[config.mk]
export PLATFORM = sky130hd
export DESIGN_NAME = pl_stage_fifo
export DESIGN_NICKNAME = d
export VERILOG_FILES = /design/src/rtl/pl_stage_fifo.sv
export SDC_FILE = /design/constraint.sdc
export NUM_CORES = 1
export LEC_CHECK = 0
export BUFFER_PORTS_ARGS = -buffer_cell sky130_fd_sc_hd__buf_2
export CORE_MARGIN = 5
export CORE_UTILIZATION = 35
export DETAILED_ROUTE_END_ITERATION = 12
export HOLD_SLACK_MARGIN = 0.05
export PLACE_DENSITY_LB_ADDON = 0.1
export SLEW_MARGIN = 15
export SYNTH_ARGS = -nofsm -noshare
export SYNTH_HDL_FRONTEND = slang
export SYNTH_SLANG_ARGS = --single-unit
export TNS_END_PERCENT = 20
[constraint.sdc]
create_clock -name CLK -period 1.69 [get_ports CLK]
set_input_delay 0.0845 -clock CLK [delete_from_list [all_inputs] [get_ports CLK]]
set_output_delay 0.0845 -clock CLK [all_outputs]
set_load 0.02 [all_outputs]
[src/rtl/pl_stage_fifo.sv]
// pl_stage_fifo: a pipeline-stage buffer that holds DEPTH entries and uses a
// valid/ready handshake on each side.
// Each entry has a control field and a data field. The control field reads
// as zero whenever no valid entry is presented, so an empty stage looks like
// a bubble downstream. Flush zeroes the stored control fields and leaves the
// data fields as they are.
// The output is always registered: nothing passes combinationally from in_*
// to out_*. With PASS_READY = 1, in_ready also rises when the stage is full
// and out_ready is high, which gives full throughput at DEPTH = 1.
module pl_stage_fifo #(
  parameter  int CTRL_W     = 8,
  parameter  int DATA_W     = 128,
  parameter  int DEPTH      = 2,
  parameter  int PASS_READY = 0,
  parameter  int CNT_W      = 16,
  localparam int OCC_W      = $clog2(DEPTH + 1)
) (
  input  logic              CLK,
  input  logic              nRST,
  input  logic              flush,
  input  logic              in_valid,
  output logic              in_ready,
  input  logic [CTRL_W-1:0] in_ctrl,
  input  logic [DATA_W-1:0] in_data,
  output logic              out_valid,
  input  logic              out_ready,
  output logic [CTRL_W-1:0] out_ctrl,
  output logic [DATA_W-1:0] out_data,
  output logic [OCC_W-1:0]  occupancy,
  output logic [CNT_W-1:0]  stall_cycles
);

  // A single-entry stage still gets a 1-bit pointer. That pointer only ever
  // holds 0.
  localparam int PTR_W = (DEPTH > 1) ? $clog2(DEPTH) : 1;
  localparam logic [PTR_W-1:0] PTR_LAST = PTR_W'(DEPTH - 1);
  localparam logic [OCC_W-1:0] OCC_FULL = OCC_W'(DEPTH);

  logic [CTRL_W-1:0] ctrl_mem [DEPTH];
  logic [DATA_W-1:0] data_mem [DEPTH];
  logic [PTR_W-1:0]  wr_ptr;
  logic [PTR_W-1:0]  rd_ptr;
  logic [OCC_W-1:0]  count;
  logic              full;
  logic              empty;
  logic              push;
  logic              pop;

  // DEPTH need not be a power of two, so the pointer wraps explicitly.
  function automatic logic [PTR_W-1:0] ptr_next(input logic [PTR_W-1:0] p);
    return (p == PTR_LAST) ? '0 : p + PTR_W'(1);
  endfunction

  // Handshake decode, output view of the head entry, and occupancy.
  always_comb begin
    full      = (count == OCC_FULL);
    empty     = (count == '0);
    if (PASS_READY != 0) in_ready = !full || out_ready;
    else                 in_ready = !full;
    out_valid = !empty;
    push      = in_valid && in_ready;
    pop       = out_valid && out_ready;
    out_data  = data_mem[rd_ptr];
    out_ctrl  = out_valid ? ctrl_mem[rd_ptr] : '0;
    occupancy = count;
  end

  // Control storage. Flush zeroes every entry, and a push in the same cycle
  // as a flush is dropped.
  always_ff @(posedge CLK or negedge nRST) begin
    if (!nRST) begin
      for (int i = 0; i < DEPTH; i++) ctrl_mem[i] <= '0;
    end else if (flush) begin
      for (int i = 0; i < DEPTH; i++) ctrl_mem[i] <= '0;
    end else if (push) begin
      ctrl_mem[wr_ptr] <= in_ctrl;
    end
  end

  // Data storage. Only reset clears it; flush does not touch stored data.
  always_ff @(posedge CLK or negedge nRST) begin
    if (!nRST) begin
      for (int i = 0; i < DEPTH; i++) data_mem[i] <= '0;
    end else if (push && !flush) begin
      data_mem[wr_ptr] <= in_data;
    end
  end

  // Pointers and count. Flush empties the stage by moving rd_ptr up to wr_ptr.
  always_ff @(posedge CLK or negedge nRST) begin
    if (!nRST) begin
      wr_ptr <= '0;
      rd_ptr <= '0;
      count  <= '0;
    end else if (flush) begin
      rd_ptr <= wr_ptr;
      count  <= '0;
    end else begin
      if (push) wr_ptr <= ptr_next(wr_ptr);
      if (pop)  rd_ptr <= ptr_next(rd_ptr);
      case ({push, pop})
        2'b10:   count <= count + OCC_W'(1);
        2'b01:   count <= count - OCC_W'(1);
        default: count <= count;
      endcase
    end
  end

  // Saturating count of cycles in which the downstream holds off a valid
  // head. It keeps counting through a flush cycle and is not cleared by it.
  always_ff @(posedge CLK or negedge nRST) begin
    if (!nRST) begin
      stall_cycles <= '0;
    end else if (out_valid && !out_ready && (stall_cycles != '1)) begin
      stall_cycles <= stall_cycles + CNT_W'(1);
    end
  end

endmodule

======== After elaboration in Yosys (flattened, before gate mapping) ========
Cells that the tools add are included.
word-level totals
  word-level logic and storage cells ...... 59
  input port bits ......................... 141
  output and inout port bits .............. 156
  bits in registers ....................... 292
operators by class
  $lt $le $gt $ge ......................... 3
  $add $sub $neg .......................... 5
  eq/ne operators ......................... 4
  bitwise operators ....................... 3
  multiplexer cells ....................... 21
  reduce and logical (&&, ||, !) cells .... 15
operators by type and width
  kind                                                                          count
  128-bit 2-to-1 mux                                                            4
  256-bit bitwise mux                                                           1
  128-bit demux with 1-bit select                                               1
  8-bit 2-to-1 mux                                                              5
  16-bit 2-to-1 mux                                                             2
  16-bit by 1-bit adder with 16-bit output, second input constant               1
  16-bit bitwise mux                                                            1
  16-bit != test, second input constant                                         1
  8-bit demux with 1-bit select                                                 1
  1-bit logical AND                                                             6
  2-bit == test, second input constant                                          2
  2-bit greater-or-equal comparator, second input constant                      2
  1-bit logical NOT                                                             4
  1-bit 2-to-1 mux                                                              4
  1-bit inverter with 2-bit output                                              2
  2-bit one-hot mux with 2 select lines                                         1
  2-bit nonzero test                                                            2
  3-bit nonzero test                                                            1
  1-bit adder, second input constant                                            2
  2-bit by 1-bit adder with 2-bit output, second input constant                 1
  2-bit by 1-bit == test with 1-bit output, second input constant               1
  2-bit logical NOT                                                             1
  2-bit by 1-bit less-than comparator with 1-bit output, second input constant  1
  2-bit 2-to-1 mux                                                              1
  other kinds (3)                                                               3

======== Longest topological paths before layout ========
  depth in word-level cells ............... 8
  depth in mapped cells ................... 8
  depth with buffers taken out ............ 5

======== Worst setup path before layout ========
No wires, ideal clock.
  path kind ............................... flip-flop to flip-flop
  start point ............................. register count[0] (netlist: occupancy[0])
  end point ............................... register data_mem[100] (netlist name)
  setup slack ............................. -0.202 ns
  arrival ................................. 1.767 ns
  required time ........................... 1.565 ns
  buffers on the path ..................... 4
  stages on the path, launching flop included .. 9
  setup time .............................. 0.125 ns
  period minus slack after synthesis ...... 1.892 ns
  cell sequence ........................... dfrtp_1 -> buf_4 -> nand2b_4 -> nand2_2 -> nor3_1 -> buf_2 -> buf_6 -> buf_6 -> mux2_2
between the ends
  cells in the longest elaborated chain, start to end .. 4
RTL lines
  item                             line  text
  from (decl)                      43    logic [OCC_W-1:0] count;
  from (signal assigned)           102   2'b10: count <= count + OCC_W'(1);
  from (signal assigned)           103   2'b01: count <= count - OCC_W'(1);
  from (signal assigned)           104   default: count <= count;
  2-bit == test                    56    full = (count == OCC_FULL);
  1-bit logical NOT                59    else in_ready = !full;
  named net in_ready               22    output logic in_ready,
  1-bit logical AND                61    push = in_valid && in_ready;
  1-bit logical AND                84    end else if (push && !flush) begin
  to (signal, indexed assignment)  85    data_mem[wr_ptr] <= in_data;
  to (decl)                        40    logic [DATA_W-1:0] data_mem [DEPTH];
The timed path passes the listed nets, and every way through them passes these cells.
A chain may end at the register's enable or synchronous reset.

======== Worst setup path in the final report ========
  start point ............................. register rd_ptr
  end point ............................... output out_data[125]
between the ends
  cells in the longest elaborated chain, start to end .. 4
RTL lines
  item                                                    line  text
  from (decl)                                             42    logic [PTR_W-1:0] rd_ptr;
  from (signal assigned)                                  96    rd_ptr <= wr_ptr;
  from (signal assigned)                                  100   if (pop) rd_ptr <= ptr_next(rd_ptr);
  1-bit inverter with 2-bit output (implied by the code)  63    out_data = data_mem[rd_ptr];
  128-bit 2-to-1 mux (implied by the code) (3 in series)  63
  to (decl)                                               28    output logic [DATA_W-1:0] out_data,
No other way between the ends. The select of a mux whose other input is x is not followed.

==> flow_summary.ini <==
[outcome]
status = finished with violations
violations = setup timing

[cells_and_area]
area_delta_synth_final_pct = 48.1
drive_gt1_frac = 0.602
nets = 1493
stdcell_area_sq_mm = 0.0189
mostFrequentLayoutCells = mux2_2 (332), dfrtp_1 (287), buf_2 (208)
utilization = 0.528
layout_commonest_cell = mux2_2

[power_and_ir_drop]
combinationalPowerShare = 0.394
pwr-share-clk = 0.247
p_total_mw = 29.3
powerDensity_mw_per_mm2 = 1550
internal-power_mw = 20.0
switching_share = 0.315
switchingPower_mw = 9.21
p_seq_frac = 0.359
ir_drop_uv = 955
p_leak_nw = 8.51

[floorplan]
fp.dieH_um = 201
coreArea_sq_mm = 0.0357
rows = 69
fp.dieW_um = 201
start_util = 0.356
design.die.area_sq_mm = 0.0403
pin_count = 297

[synthesis]
syn_nets = 982
synth-edff-count = 0
synth-seq-cells = 292
synth.distinct_cells = 40
ys_async_sr_fraction = 1.00
yosysSeqAreaShare = 0.574
synth.cell_area_sq_mm = 0.0127
ys.flop_type = dfrtp_1
ys_warn_count = 0
yosys-top-cells-area = dfrtp_1 (57%), mux2_2 (33%), mux2_1 (1.3%)
syn_area_per_cell_sq_um = 15.2
yosys.area.top_type_share = 0.574
syn-instance-count = 840
synth_top_area_cell = dfrtp_1

[worst_setup_path]
critPathLaunchType = register
rr_endpoint = data_mem[167]
crit_type = register to primary output
critical_path.endpoint_type = primary output
crit_arrival_ns = 1.84
critPathMaxFanout = 8
required_ns = 1.61
reg2reg_setup_slack_ns = 0.03
reg2reg_depth = 6
reg2reg_from = occupancy[1]
worstSetupStartpoint = rd_ptr

[job]
drv_cap = 0

[clocking]
numCtsBuffers = 35
clkTransAtPathRegs_ns = 0.06
tritoncts = yes
clock-root-buffer = clkbuf_16
clkSinkCount = 292
htreeDepth = 2
cts_buffer_depth = 3
clkLatencyLatePin_ns = 0.51

[global_route]
grtUsageTotal = 0.164
grt_pass1_vias = 9547
grt_max_degree = 46
antenna_found_initial = 1
grt_pass1_wl_mm = 54.3
grt_remaining_overflow = 0

[sta]
setup_slack_ns = -0.235
maxSlewViolCount = 0
finClkSkew_ns = 0.0102
finalCriticalPeriod_ns = 1.93
rsz0062_at_grt = yes
hold_viol = 0
slew_headroom = 0.745
worst_slew_pin_slew_ns = 0.379
min_period_over_period = 1.14
setup_viol = 136
fin_setup_tns_ns = -25.65
max_freq_ghz = 0.519

[routing]
post_drt_wl_per_cell_um = 18.8
ant_nets = 0
first_iter_violations = 205
firstDrtPassIters = 4
drc = 0
vias_per_cell = 4.73
num_vias = 8684
wl_mm = 34.6

[hold_path]
hold_class = primary input to register
hold_end = data_mem[64]
whs_path_depth = 3
hp-start = in_data[64]

[placement]
placed_cell_area_sq_mm = 0.0154
dp_hpwl_mm = 22.7
place.gp.congestion = 0.752
portBuffers = 296
repair_timing:
action,4_1_cts,5_1_grt
gates resized for setup,78,127
pin swaps,0,3
endpoints found under the setup margin,179,381
setup buffers,3,1
hold buffers,142,0
gates cloned,3,7
hold endpoints to repair,565,0
final cells by class:
| class | instances | area (sq um) |
|---|---|---|
| Antenna cell | 1 | 2.50 |
| Clock buffer | 55 | 1080 |
| Clock inverter | 5 | 30.0 |
| Fill cell | 3029 | 16900 |
| Inverter | 5 | 18.8 |
| Multi-Input combinational cell | 494 | 5340 |
| Sequential cell | 292 | 7320 |
| Tap cell | 461 | 577 |
| Timing Repair Buffer | 523 | 4500 |
per-stage QoR:
step,hold slack (ns),instances,worst slack [ns]
finish,0.348,1836,-0.235
global route,0.332,1836,-0.300
CTS,0.313,1827,-0.281
detailed placement,-0.00646,1619,0.00694
floorplan,-0.211,840,-0.130
global placement,-0.00181,1619,0.0401
worst max-delay path by stage:
stage	cells past startpoint	end	slack, ns
CTS	4	out_data[1]	-0.28
global placement	6	data_mem[164]	0.04
global route	4	out_data[115]	-0.30
finish	4	out_data[125]	-0.24
detailed placement	6	data_mem[95]	0.007
floorplan	8	data_mem[100]	-0.13
per-layer routing:
metal,track usage,part of all wire
met3,0.0477,0.059
met2,0.260,0.47
met1,0.223,0.45
met4,0.0374,0.014
met5,0,0
Yosys cell counts (all sizes together), types with 3 or more instances:
| master | count |
|---|---|
| mux2 | 386 |
| dfrtp | 292 |
| buf | 35 |
| a22o | 16 |
| nor2 | 15 |
| clkbuf | 14 |
| nand2 | 10 |
| mux2i | 9 |
| xor2 | 9 |
| nor3 | 8 |
| inv | 5 |
| a21oi | 4 |
| nand3 | 4 |
| nand4 | 4 |
| nor4 | 4 |
| xnor2 | 4 |
| a31oi | 3 |
| nand2b | 3 |
| o21ai | 3 |
worst max-delay path, cell delays in order (launching register included):
cell and delay [ns]:
dfrtp_4 0.45, buf_12 0.18, buf_4 0.20, mux2_2 0.35
buf_2 0.16
power groups by stage:
| stage | combinational [mW] | sequential [mW] | clock, mW |
|---|---|---|---|
| global route | 12.3 | 10.8 | 7.76 |
| floorplan | 6.49 | 10.3 | 0 |
| detailed placement | 9.61 | 10.6 | 0 |
| CTS | 10.6 | 10.5 | 7.50 |
| global placement | 9.53 | 10.5 | 0 |
| finish | 11.5 | 10.5 | 7.23 |
registers in the layout (all words and copies together) (netlist names):
signal,count
rd_ptr,1
occupancy,2
wr_ptr,1
ctrl_mem,16
data_mem,256
stall_cycles,16
cell families (layout without fill, tap and decap cells):
| kind of cell | after synthesis | after routing | synth area share |
|---|---|---|---|
| DFF | 292 | 292 | 0.574 |
| AOI/OAI and AO/OA | 29 | 29 | 0.0174 |
| and+or+nand+nor | 56 | 56 | 0.0265 |
| xor gates and xnor gates | 13 | 13 | 0.00894 |
| buffers and inverters | 54 | 588 | 0.0244 |
| adders and majority gates | 1 | 1 | 0.000982 |
| muxes | 395 | 395 | 0.348 |
| other | 0 | 1 | 0 |
Note: power is estimated with default switching activity, not from simulation.
